[config.mk]
export PLATFORM = sky130hd
export DESIGN_NAME = cordic_reg_bridge
export DESIGN_NICKNAME = d
export VERILOG_FILES = /design/src/rtl/cordic_reg_bridge.sv
export SDC_FILE = /design/constraint.sdc
export NUM_CORES = 1
export LEC_CHECK = 0
export CAP_MARGIN = 20
export CORE_AREA = 2 2 426 428
export DETAILED_ROUTE_END_ITERATION = 16
export DIE_AREA = 0 0 428 430
export PLACE_DENSITY = 0.34
export RECOVER_POWER = 50
export SKIP_LAST_GASP = 1
export SLEW_MARGIN = 25
export SYNTH_ARGS = -nofsm -noshare
export SYNTH_HDL_FRONTEND = slang
export SYNTH_SLANG_ARGS = --single-unit
export TNS_END_PERCENT = 30
[constraint.sdc]
create_clock -name clk -period 2.2 [get_ports clk]
set_input_delay 0.22 -clock clk [delete_from_list [all_inputs] [get_ports clk]]
set_output_delay 0.22 -clock clk [all_outputs]
set_load 0.02 [all_outputs]
[src/rtl/cordic_reg_bridge.sv]
// Register bridge between a simple valid/ready bus and a bank of CORDIC cores.
// Per channel: operands, control/flag register, result readback and a per-core IRQ register.
module cordic_reg_bridge #(
    parameter int p_WIDTH = 32,
    parameter int p_CHANNELS = 4,
    localparam int p_ADDR_WIDTH = $clog2(p_CHANNELS) + 3
) (
    input  logic                            clk,
    input  logic                            rst,
    input  logic                            busValid,
    input  logic                            busWrite,
    input  logic [p_ADDR_WIDTH-1:0]         busAddr,
    input  logic [p_WIDTH-1:0]              busWriteData,
    output logic                            busReady,
    output logic                            busReadValid,
    output logic [p_WIDTH-1:0]              busReadData,
    output logic [p_CHANNELS*p_WIDTH-1:0]   xInput,
    output logic [p_CHANNELS*p_WIDTH-1:0]   yInput,
    output logic [p_CHANNELS*p_WIDTH-1:0]   zInput,
    output logic [p_CHANNELS*p_WIDTH-1:0]   controlRegisterInput,
    input  logic [p_CHANNELS*p_WIDTH-1:0]   xResult,
    input  logic [p_CHANNELS*p_WIDTH-1:0]   yResult,
    input  logic [p_CHANNELS*p_WIDTH-1:0]   zResult,
    input  logic [p_CHANNELS*p_WIDTH-1:0]   controlRegisterOutput,
    input  logic [p_CHANNELS-1:0]           controlRegisterWriteEnable,
    input  logic [p_CHANNELS-1:0]           coreInterrupt,
    output logic                            interrupt
);
    // Channel field gets one spare MSB so it is never zero-width and out-of-range indices stay visible.
    localparam int p_CW = p_ADDR_WIDTH - 2;

    typedef enum logic [0:0] {ST_IDLE = 1'b0, ST_RESP = 1'b1} state_t;

    state_t                          state_q, state_d;
    logic                            ready_q, ready_d;
    logic                            rvalid_q, rvalid_d;
    logic [p_WIDTH-1:0]              rdata_q, rdata_d;
    logic [p_CHANNELS*p_WIDTH-1:0]   x_q, x_d, y_q, y_d, z_q, z_d, ctrl_q, ctrl_d;
    logic [p_CHANNELS-1:0]           start_clr_q, start_clr_d;
    logic [p_CHANNELS-1:0]           pend_q, pend_d, en_q, en_d;
    logic [p_CHANNELS-1:0]           irq_prev_q, irq_prev_d;
    logic                            irq_q, irq_d;

    logic                            accept_s, wr_s, rd_s;
    logic [p_ADDR_WIDTH:0]           addr_ext_s;
    logic [p_CW-1:0]                 chan_s;
    logic [2:0]                      off_s;
    logic [p_CHANNELS-1:0]           wr_hit_s;
    logic [p_WIDTH-1:0]              rd_mux_s;

    function automatic logic [p_WIDTH-1:0] sel_word(
        input logic [2:0]         off,
        input logic [p_WIDTH-1:0] x, y, z, c, xr, yr, zr,
        input logic               en,
        input logic               pend
    );
        case (off)
            3'd0:    sel_word = x;
            3'd1:    sel_word = y;
            3'd2:    sel_word = z;
            3'd3:    sel_word = c;
            3'd4:    sel_word = xr;
            3'd5:    sel_word = yr;
            3'd6:    sel_word = zr;
            3'd7:    sel_word = {{(p_WIDTH-2){1'b0}}, en, pend};
            default: sel_word = '0;
        endcase
    endfunction

    assign accept_s   = busValid & ready_q;
    assign wr_s       = accept_s & busWrite;
    assign rd_s       = accept_s & ~busWrite;
    assign addr_ext_s = {1'b0, busAddr};
    assign chan_s     = addr_ext_s[p_ADDR_WIDTH:3];
    assign off_s      = busAddr[2:0];

    // Handshake FSM next-state logic.
    always_comb begin
        state_d = state_q;
        case (state_q)
            ST_IDLE: state_d = rd_s ? ST_RESP : ST_IDLE;
            ST_RESP: state_d = ST_IDLE;
            default: state_d = ST_IDLE;
        endcase
    end

    // Handshake FSM outputs, registered so they are all low during reset.
    always_comb begin
        ready_d  = (state_d == ST_IDLE);
        rvalid_d = (state_d == ST_RESP);
    end

    // Read-data mux; unmatched channel indices fall through as zero.
    always_comb begin
        rd_mux_s = '0;
        for (int i = 0; i < p_CHANNELS; i++) begin
            rd_mux_s = (chan_s == p_CW'(i)) ?
                sel_word(off_s, x_q[i*p_WIDTH +: p_WIDTH], y_q[i*p_WIDTH +: p_WIDTH],
                         z_q[i*p_WIDTH +: p_WIDTH], ctrl_q[i*p_WIDTH +: p_WIDTH],
                         xResult[i*p_WIDTH +: p_WIDTH], yResult[i*p_WIDTH +: p_WIDTH],
                         zResult[i*p_WIDTH +: p_WIDTH], en_q[i], pend_q[i]) : rd_mux_s;
        end
        rdata_d = rd_s ? rd_mux_s : rdata_q;
    end

    // Per-channel register updates: operands, control merge with Start self-clear, IRQ.
    always_comb begin
        wr_hit_s    = '0;
        x_d         = x_q;
        y_d         = y_q;
        z_d         = z_q;
        ctrl_d      = ctrl_q;
        start_clr_d = '0;
        pend_d      = pend_q;
        en_d        = en_q;
        irq_prev_d  = coreInterrupt;
        for (int i = 0; i < p_CHANNELS; i++) begin
            wr_hit_s[i] = wr_s && (chan_s == p_CW'(i));
            x_d[i*p_WIDTH +: p_WIDTH] = (wr_hit_s[i] && off_s == 3'd0) ? busWriteData : x_q[i*p_WIDTH +: p_WIDTH];
            y_d[i*p_WIDTH +: p_WIDTH] = (wr_hit_s[i] && off_s == 3'd1) ? busWriteData : y_q[i*p_WIDTH +: p_WIDTH];
            z_d[i*p_WIDTH +: p_WIDTH] = (wr_hit_s[i] && off_s == 3'd2) ? busWriteData : z_q[i*p_WIDTH +: p_WIDTH];
            // Controller load wins over self-clear; bus low half wins over both.
            ctrl_d[i*p_WIDTH +: p_WIDTH] = controlRegisterWriteEnable[i] ?
                controlRegisterOutput[i*p_WIDTH +: p_WIDTH] :
                {ctrl_q[i*p_WIDTH+1 +: p_WIDTH-1], ctrl_q[i*p_WIDTH] & ~start_clr_q[i]};
            ctrl_d[i*p_WIDTH +: 16] = (wr_hit_s[i] && off_s == 3'd3) ? busWriteData[15:0] : ctrl_d[i*p_WIDTH +: 16];
            start_clr_d[i] = wr_hit_s[i] && (off_s == 3'd3) && busWriteData[0];
            pend_d[i] = (coreInterrupt[i] & ~irq_prev_q[i]) |
                        (pend_q[i] & ~(wr_hit_s[i] && (off_s == 3'd7) && busWriteData[0]));
            en_d[i] = (wr_hit_s[i] && off_s == 3'd7) ? busWriteData[1] : en_q[i];
        end
        irq_d = |(pend_q & en_q);
    end

    // State and register bank.
    always_ff @(posedge clk or negedge rst) begin
        if (!rst) begin
            state_q     <= ST_IDLE;
            ready_q     <= 1'b0;
            rvalid_q    <= 1'b0;
            rdata_q     <= '0;
            x_q         <= '0;
            y_q         <= '0;
            z_q         <= '0;
            ctrl_q      <= '0;
            start_clr_q <= '0;
            pend_q      <= '0;
            en_q        <= '0;
            irq_prev_q  <= '0;
            irq_q       <= 1'b0;
        end else begin
            state_q     <= state_d;
            ready_q     <= ready_d;
            rvalid_q    <= rvalid_d;
            rdata_q     <= rdata_d;
            x_q         <= x_d;
            y_q         <= y_d;
            z_q         <= z_d;
            ctrl_q      <= ctrl_d;
            start_clr_q <= start_clr_d;
            pend_q      <= pend_d;
            en_q        <= en_d;
            irq_prev_q  <= irq_prev_d;
            irq_q       <= irq_d;
        end
    end

    assign busReady             = ready_q;
    assign busReadValid         = rvalid_q;
    assign busReadData          = rdata_q;
    assign xInput               = x_q;
    assign yInput               = y_q;
    assign zInput               = z_q;
    assign controlRegisterInput = ctrl_q;
    assign interrupt            = irq_q;

endmodule

==> summary.txt, run 1 <==
Adder-Cell Fraction of Synth Area -> 0%
Max Slew Vio Count -> 0
GRT Overall Usage -> 25.3%
critical setup path kind -> flop to output pin
number of nets still failing antenna checks after routing -> 0
TritonCTS clock tree -> done
largest family of logic cells by synthesized area -> multiplexers
initial standard-cell utilization of the core -> 16.3%
areal power density over the cells -> 771 nW/um^2
Final Non-Filler Cells -> 6291
htree depth -> 3
largest vdd supply drop -> 504 uV
highest cell delay on the worst timing path -> 0.83 ns
global placement routability congestion -> 0.855
number of library cell types mapped by synthesis -> 73
Tcrit/Tclk final -> 99.2%
area of the core -> 180000 um^2
Mean Syn Cell Area -> 11.8 um^2
final critical delay including setup and external delays -> 2.18 ns
IO buf count -> 1107
Cell Rows -> 156
Post-CTS Setup Bufs -> 0
unrepaired setup endpoints after global routing -> true
number of synthesis warnings -> 0
wire length of the first global-routing pass -> 312000 um
total of endpoints with negative setup slack in the final report -> 0
largest area contributor in the netlist -> sky130_fd_sc_hd__dfrtp_1
total via count in the routed design -> 28860
gate family responsible for the most delay along the worst path -> buffers and inverters
actual slew at the worst max-slew pin -> 0.958 ns
signed area change from the synthesized netlist to the final layout -> 69.0%
Die X-Extent -> 428 um
number of DRC markers after the initial detailed-route iteration -> 1908
number of nets at the end of the flow -> 4399
via count of the first global-routing pass -> 29600
highest clock rate -> 458 MHz
post-synthesis cell area -> 29400 um^2
fraction of the core area covered by cells at the end of the flow -> 27.6%
count of buffering cells on the critical path with inverters included -> 1
share of synthesized area occupied by flip-flops and latches -> 48.0%
number of buffers between clock root and the deepest sink -> 3
clock insertion delay at the later pin of the skew report -> 0.69 ns
cell with the largest stage delay on the worst path -> sky130_fd_sc_hd__clkdlybuf4s50_1
count of TritonRoute iterations in the first routing pass -> 5
post-DR vias/cell -> 4.59
setup slack of the critical path after layout -> 0.0178 ns
number of CTS-inserted buffers -> 81
clock-pin slew on the worst setup and hold paths -> 0.06 ns
critical path endpoint category -> output pin
wire per inst -> 38.2 um
number of synthesized flops with an enable pin -> 0
# clock sinks -> 563
xor/xnor share of the synthesized area -> 0%
antenna violations before repair -> 56
Synthesized Nets -> 3048
DIE AREA -> 184000 um^2
multiplexer share of the synthesized area -> 26.7%
outcome -> finished clean
final hold slack -> 0.0987 ns
Critical Path AT -> 1.96 ns
Final Hold Violating Endpoints -> 0
simple-gate share of the synthesized area -> 5.13%
list of most frequent post-synthesis cells -> 563 x sky130_fd_sc_hd__dfrtp_1, 487 x sky130_fd_sc_hd__mux2_2, 197 x sky130_fd_sc_hd__mux2i_1
fraction of the mapped netlist area in compound gates -> 15.5%
final sum of negative setup slack -> 0 ns
critical path cell sequence -> clkdlybuf4s50_1
max capacitance violation total -> 0
Worst setup SP type -> flop
Crit Path Max Fanout -> 3
Clock Tree Root -> sky130_fd_sc_hd__clkbuf_16
register bit count reported by yosys -> 563
CP Data Required Time -> 1.98 ns
half-perimeter wire length of the detailed placement result -> 190000 um
remaining global-route overflow -> 0
leakage dissipation -> 0.0207 uW
die boundary height -> 430 um
dominant register cell in the synthesized netlist -> sky130_fd_sc_hd__dfrtp_1
largest cells by area after synthesis -> sky130_fd_sc_hd__dfrtp_1 48%, sky130_fd_sc_hd__mux2_2 19%, sky130_fd_sc_hd__mux2i_1 6.7%
I/O pin count -> 1108
path type of the worst min-delay path -> input pin to flop
normalized max-slew margin -> 36.0%
placed cell count -> 6118
routed wire length -> 240000 um
post-synthesis instance total -> 2487
share of post-route cells with drive strength above 1 -> 28.0%
worst clock skew -> 0.0323 ns
drc violations -> 0
pre-CTS worst setup slack -> -0.322 ns
library cell with the highest instance count after synthesis -> sky130_fd_sc_hd__dfrtp_1
Yosys top cell area share -> 48.0%
async set-reset flop share out of synthesis -> 100%
largest net degree at the start of global routing -> 80
routing by layer:
| metal | up-vias | track usage [%] | share of wire, % | wire length (um) |
|---|---|---|---|---|
| li1 | 12165 | - | - | - |
| met1 | 15330 | 32.2 | 43 | 102000 |
| met2 | 1091 | 44.0 | 50 | 119000 |
| met4 | 16 | 7.11 | 2.8 | 6720 |
| met5 | - | 0 | 0.035 | 83 |
| met3 | 258 | 4.16 | 4.8 | 11500 |
report_power, final:
part	leakage (uW)	internal [uW]	switching [uW]
sequential	0.00723	11600	1560
clock	0.00139	8440	5810
combinational	0.0121	5090	5760
total	0.0207	25100	13100
what timing repair did:
action | 4_1_cts | 5_1_grt
endpoints found under the setup margin | 28 | 3
endpoints found under the hold margin | 243 | 0
gates resized for setup | 8 | 1
hold buffers | 7 | 0
logic make-up after synthesis:
kind of cell           Yosys count
muxes                          711
DFF                            563
buffers and inverters          276
and+or+nand+nor                302
AOI/OAI and AO/OA              635
worst min-delay path, delay by kind of cell:
kind / cells / cell delay, ns
AOI/OAI and AO/OA: 1 / 0.13
buffers and inverters: 2 / 0.30
muxes: 1 / 0.09
final cells by class:
type,instances,area (um^2)
well taps,2370,2970
repair buffers,1515,15500
fillers,19023,130000
diodes,20,50.0
multi-input cells,1648,14100
flip-flops and latches,563,14100
clock inverters,36,495
clock buffers,110,2340
inverters,29,116
flip-flops by register name (all words and copies together), names as in the netlist:
name                  count
en_q                      4
controlRegisterInput    128
xInput                  128
start_clr_q               4
irq_prev_q                4
busReadData              32
interrupt                 1
busReadValid              1
busReady                  1
pend_q                    4
zInput                  128
yInput                  128
worst paths after layout:
path	from	to	slack, ns	cells after the start
min in group asynchronous	rst	zInput[11]	0.56	3
max	xInput[107]	xInput[107]	0.02	1
max reg2reg	busReady	yInput[23]	0.07	6
max in group asynchronous	rst	zInput[115]	0.14	4
min reg2reg	irq_prev_q[1]	pend_q[1]	0.42	1
min	controlRegisterWriteEnable[1]	controlRegisterInput[47]	0.1	4
cell usage in the layout, fill, tap and decap left out, types with 16 or more instances in the layout:
master	Yosys	layout
sky130_fd_sc_hd__o221a_2	19	19
sky130_fd_sc_hd__buf_4	18	244
sky130_fd_sc_hd__diode_2	0	20
sky130_fd_sc_hd__o21ai_0	164	164
sky130_fd_sc_hd__buf_12	0	115
sky130_fd_sc_hd__mux2i_1	197	197
sky130_fd_sc_hd__mux2_2	487	487
sky130_fd_sc_hd__a21oi_1	72	72
sky130_fd_sc_hd__inv_1	27	26
sky130_fd_sc_hd__nand2b_1	25	20
sky130_fd_sc_hd__dfrtp_1	563	556
sky130_fd_sc_hd__nor2b_1	38	32
sky130_fd_sc_hd__clkbuf_16	0	82
sky130_fd_sc_hd__a221oi_1	62	62
sky130_fd_sc_hd__nor2_1	69	64
sky130_fd_sc_hd__mux2_1	20	20
sky130_fd_sc_hd__clkdlybuf4s50_1	0	1011
sky130_fd_sc_hd__dlygate4sd3_1	0	91
sky130_fd_sc_hd__clkbuf_8	0	18
sky130_fd_sc_hd__clkbuf_1	102	28
sky130_fd_sc_hd__nand2_1	103	102
sky130_fd_sc_hd__clkbuf_2	0	16
sky130_fd_sc_hd__o221ai_1	40	40
sky130_fd_sc_hd__a22o_1	40	40
sky130_fd_sc_hd__a22oi_1	40	40
sky130_fd_sc_hd__a2bb2oi_1	21	21
sky130_fd_sc_hd__o22ai_1	27	27
stage by stage:
| step | instance area [um^2] | total power [uW] |
|---|---|---|
| finish | 49600 | 38300 |
| global route | 49600 | 39600 |
| CTS | 49900 | 39000 |
| detailed placement | 47000 | 24400 |
| global placement | 47000 | 24400 |
| floorplan | 29400 | 16700 |
No activity file was read; power rests on OpenSTA's default activity.
==> run 2: changes to the inputs <==
--- a/config.mk
+++ b/config.mk
@@ -9,10 +9,10 @@
 export CORE_AREA = 2 2 426 428
 export DETAILED_ROUTE_END_ITERATION = 16
 export DIE_AREA = 0 0 428 430
+export HOLD_SLACK_MARGIN = 0.05
 export PLACE_DENSITY = 0.34
 export RECOVER_POWER = 50
 export SKIP_LAST_GASP = 1
-export SLEW_MARGIN = 25
 export SYNTH_ARGS = -nofsm -noshare
 export SYNTH_HDL_FRONTEND = slang
 export SYNTH_SLANG_ARGS = --single-unit
==> run 2 against run 1 <==
Global-route usage hardly changed. Clock-buffer cell count unchanged. Cell count about the same. Via count is 0.14% higher. Die area did not move. Setup slack improved by 0.024 ns. Total power about the same. Combinational power hardly changed. Sequential power about the same. Critical endpoint is now zInput[74].
==> summary.txt, run 2 (synthesis results as in run 1) <==
outcome -> finished clean
remaining global-route overflow -> 0
global placement routability congestion -> 0.855
clock insertion delay at the later pin of the skew report -> 0.69 ns
normalized max-slew margin -> 22.4%
total via count in the routed design -> 28900
largest vdd supply drop -> 507 uV
Final Hold Violating Endpoints -> 0
met2 usage -> 44.0%
met3 Usage GRT -> 4.16%
final hold slack -> 0.101 ns
startpoint of the most critical hold path -> controlRegisterWriteEnable[1]
drc violations -> 0
routed wire length -> 240000 um
r2r startpoint -> busReady
half-perimeter wire length of the detailed placement result -> 190000 um
clock-pin slew on the worst setup and hold paths -> 0.06 ns
I/O pin count -> 1108
initial standard-cell utilization of the core -> 16.3%
share of total power in the clock network -> 37.2%
internal power component -> 25100 uW
Final Non-Filler Cells -> 6294
commonest non-fill, non-tap cell in the layout -> sky130_fd_sc_hd__clkdlybuf4s50_1
wire length of the first global-routing pass -> 312000 um
antenna violations before repair -> 56
Sw Share -> 34.3%
unrepaired setup endpoints after global routing -> true
critical path endpoint category -> output pin
die boundary height -> 430 um
proportion of power drawn by combinational gates -> 28.3%
path type of the worst min-delay path -> input pin to flop
gate family responsible for the most delay along the worst path -> buffers and inverters
htree depth -> 3
net switching power figure -> 13100 uW
number of nets at the end of the flow -> 4398
count of buffering cells on the critical path with inverters included -> 1
worst clock skew -> 0.0324 ns
Max Slew Vio Count -> 0
critical path cell sequence -> clkdlybuf4s50_1
wire per inst -> 38.2 um
via count of the first global-routing pass -> 29584
number of nets still failing antenna checks after routing -> 0
number of CTS-inserted buffers -> 81
Worst setup SP type -> flop
cell with the largest stage delay on the worst path -> sky130_fd_sc_hd__clkdlybuf4s50_1
Crit Path Max Fanout -> 3
CP Data Required Time -> 1.98 ns
area of the core -> 180000 um^2
DIE AREA -> 184000 um^2
largest net degree at the start of global routing -> 80
actual slew at the worst max-slew pin -> 1.16 ns
Die X-Extent -> 428 um
placed cell count -> 6118
Clock Tree Root -> sky130_fd_sc_hd__clkbuf_16
total of endpoints with negative setup slack in the final report -> 0
Register-to-Register Setup Slack -> 0.07 ns
signed area change from the synthesized netlist to the final layout -> 68.8%
post-DR vias/cell -> 4.59
final sum of negative setup slack -> 0 ns
leakage dissipation -> 0.0207 uW
origin of the worst setup path -> zInput[74]
Critical Path AT -> 1.94 ns
TritonCTS clock tree -> done
most used cells in the layout excluding fill and tap cells -> 1018 x sky130_fd_sc_hd__clkdlybuf4s50_1, 556 x sky130_fd_sc_hd__dfrtp_1, 487 x sky130_fd_sc_hd__mux2_2
areal power density over the cells -> 771 nW/um^2
GRT Max-Usage Layer -> met2
final critical delay including setup and external delays -> 2.16 ns
number of DRC markers after the initial detailed-route iteration -> 1921
IO buf count -> 1107
number of buffers between clock root and the deepest sink -> 3
max capacitance violation total -> 0
highest clock rate -> 463 MHz
Cell Rows -> 156
highest cell delay on the worst timing path -> 0.75 ns
GRT Overall Usage -> 25.4%
critical setup path kind -> flop to output pin
Tcrit/Tclk final -> 98.1%
Post-CTS Setup Bufs -> 0
share of post-route cells with drive strength above 1 -> 27.8%
# clock sinks -> 563
fraction of met1 tracks used by global routing -> 32.3%
part of the total power dissipated in sequential elements -> 34.4%
count of TritonRoute iterations in the first routing pass -> 6
## run 2: cell types whose count changed in the layout (fill, tap and decap cells not counted), sizes merged
cell	change
buf	-3
clkbuf	+4
clkdlybuf4s50	+7
diode	+4
dlygate4sd3	-9
## run 2: power groups by stage
stage,Combinational (uW),Sequential [uW],Clock [uW]
6_report,10800,13200,14200
3_5_place_dp,11100,13300,0
4_1_cts,11100,13200,14700
5_1_grt,11300,13300,15000
3_3_place_gp,11100,13300,0
2_1_floorplan,2620,14100,0
## run 2: final timing paths
check,end,cells past startpoint
worst min-delay path,controlRegisterInput[47],4
min in group asynchronous,busReadData[18],3
worst max register to register,yInput[23],6
max in group asynchronous,zInput[45],4
worst min register to register,pend_q[1],1
worst max-delay path,zInput[74],1
## run 2: per-stage QoR
stage / util [%] / power, uW / area, um^2 / setup slack, ns
after floorplan: - / 16700 / 29400 / 0.367
after global placement: 26.1 / 24400 / 47000 / -0.329
after detailed placement: 26.1 / 24400 / 47000 / -0.322
after CTS: 27.8 / 39000 / 49900 / -0.0445
after global routing: 27.6 / 39600 / 49600 / -0.00677
final: 27.6 / 38300 / 49600 / 0.0414
## run 2: what timing repair did
action                                 4_1_cts  5_1_grt
hold buffers                                 6        0
endpoints found under the hold margin      453        0
gates resized for setup                      8        1
setup endpoints to repair                   28        3
## run 2: cell type report
| class | instances | area (um^2) |
|---|---|---|
| multi-input combinational | 1648 | 14100 |
| clock buffer | 110 | 2340 |
| antenna | 24 | 60.1 |
| tap | 2370 | 2970 |
| timing repair buffer | 1514 | 15400 |
| clock inverter | 36 | 495 |
| inverter | 29 | 116 |
| sequential | 563 | 14100 |
| fill | 19026 | 130000 |
## run 2: per-layer routing
layer  share of wire, %  up-vias  routed length, um
li1                   -    12162                  -
met1                 42    15306             102000
met2                 50     1146             119000
met3                5.1      268              12200
met4                2.9       18               6900
met5              0.038        -                 91
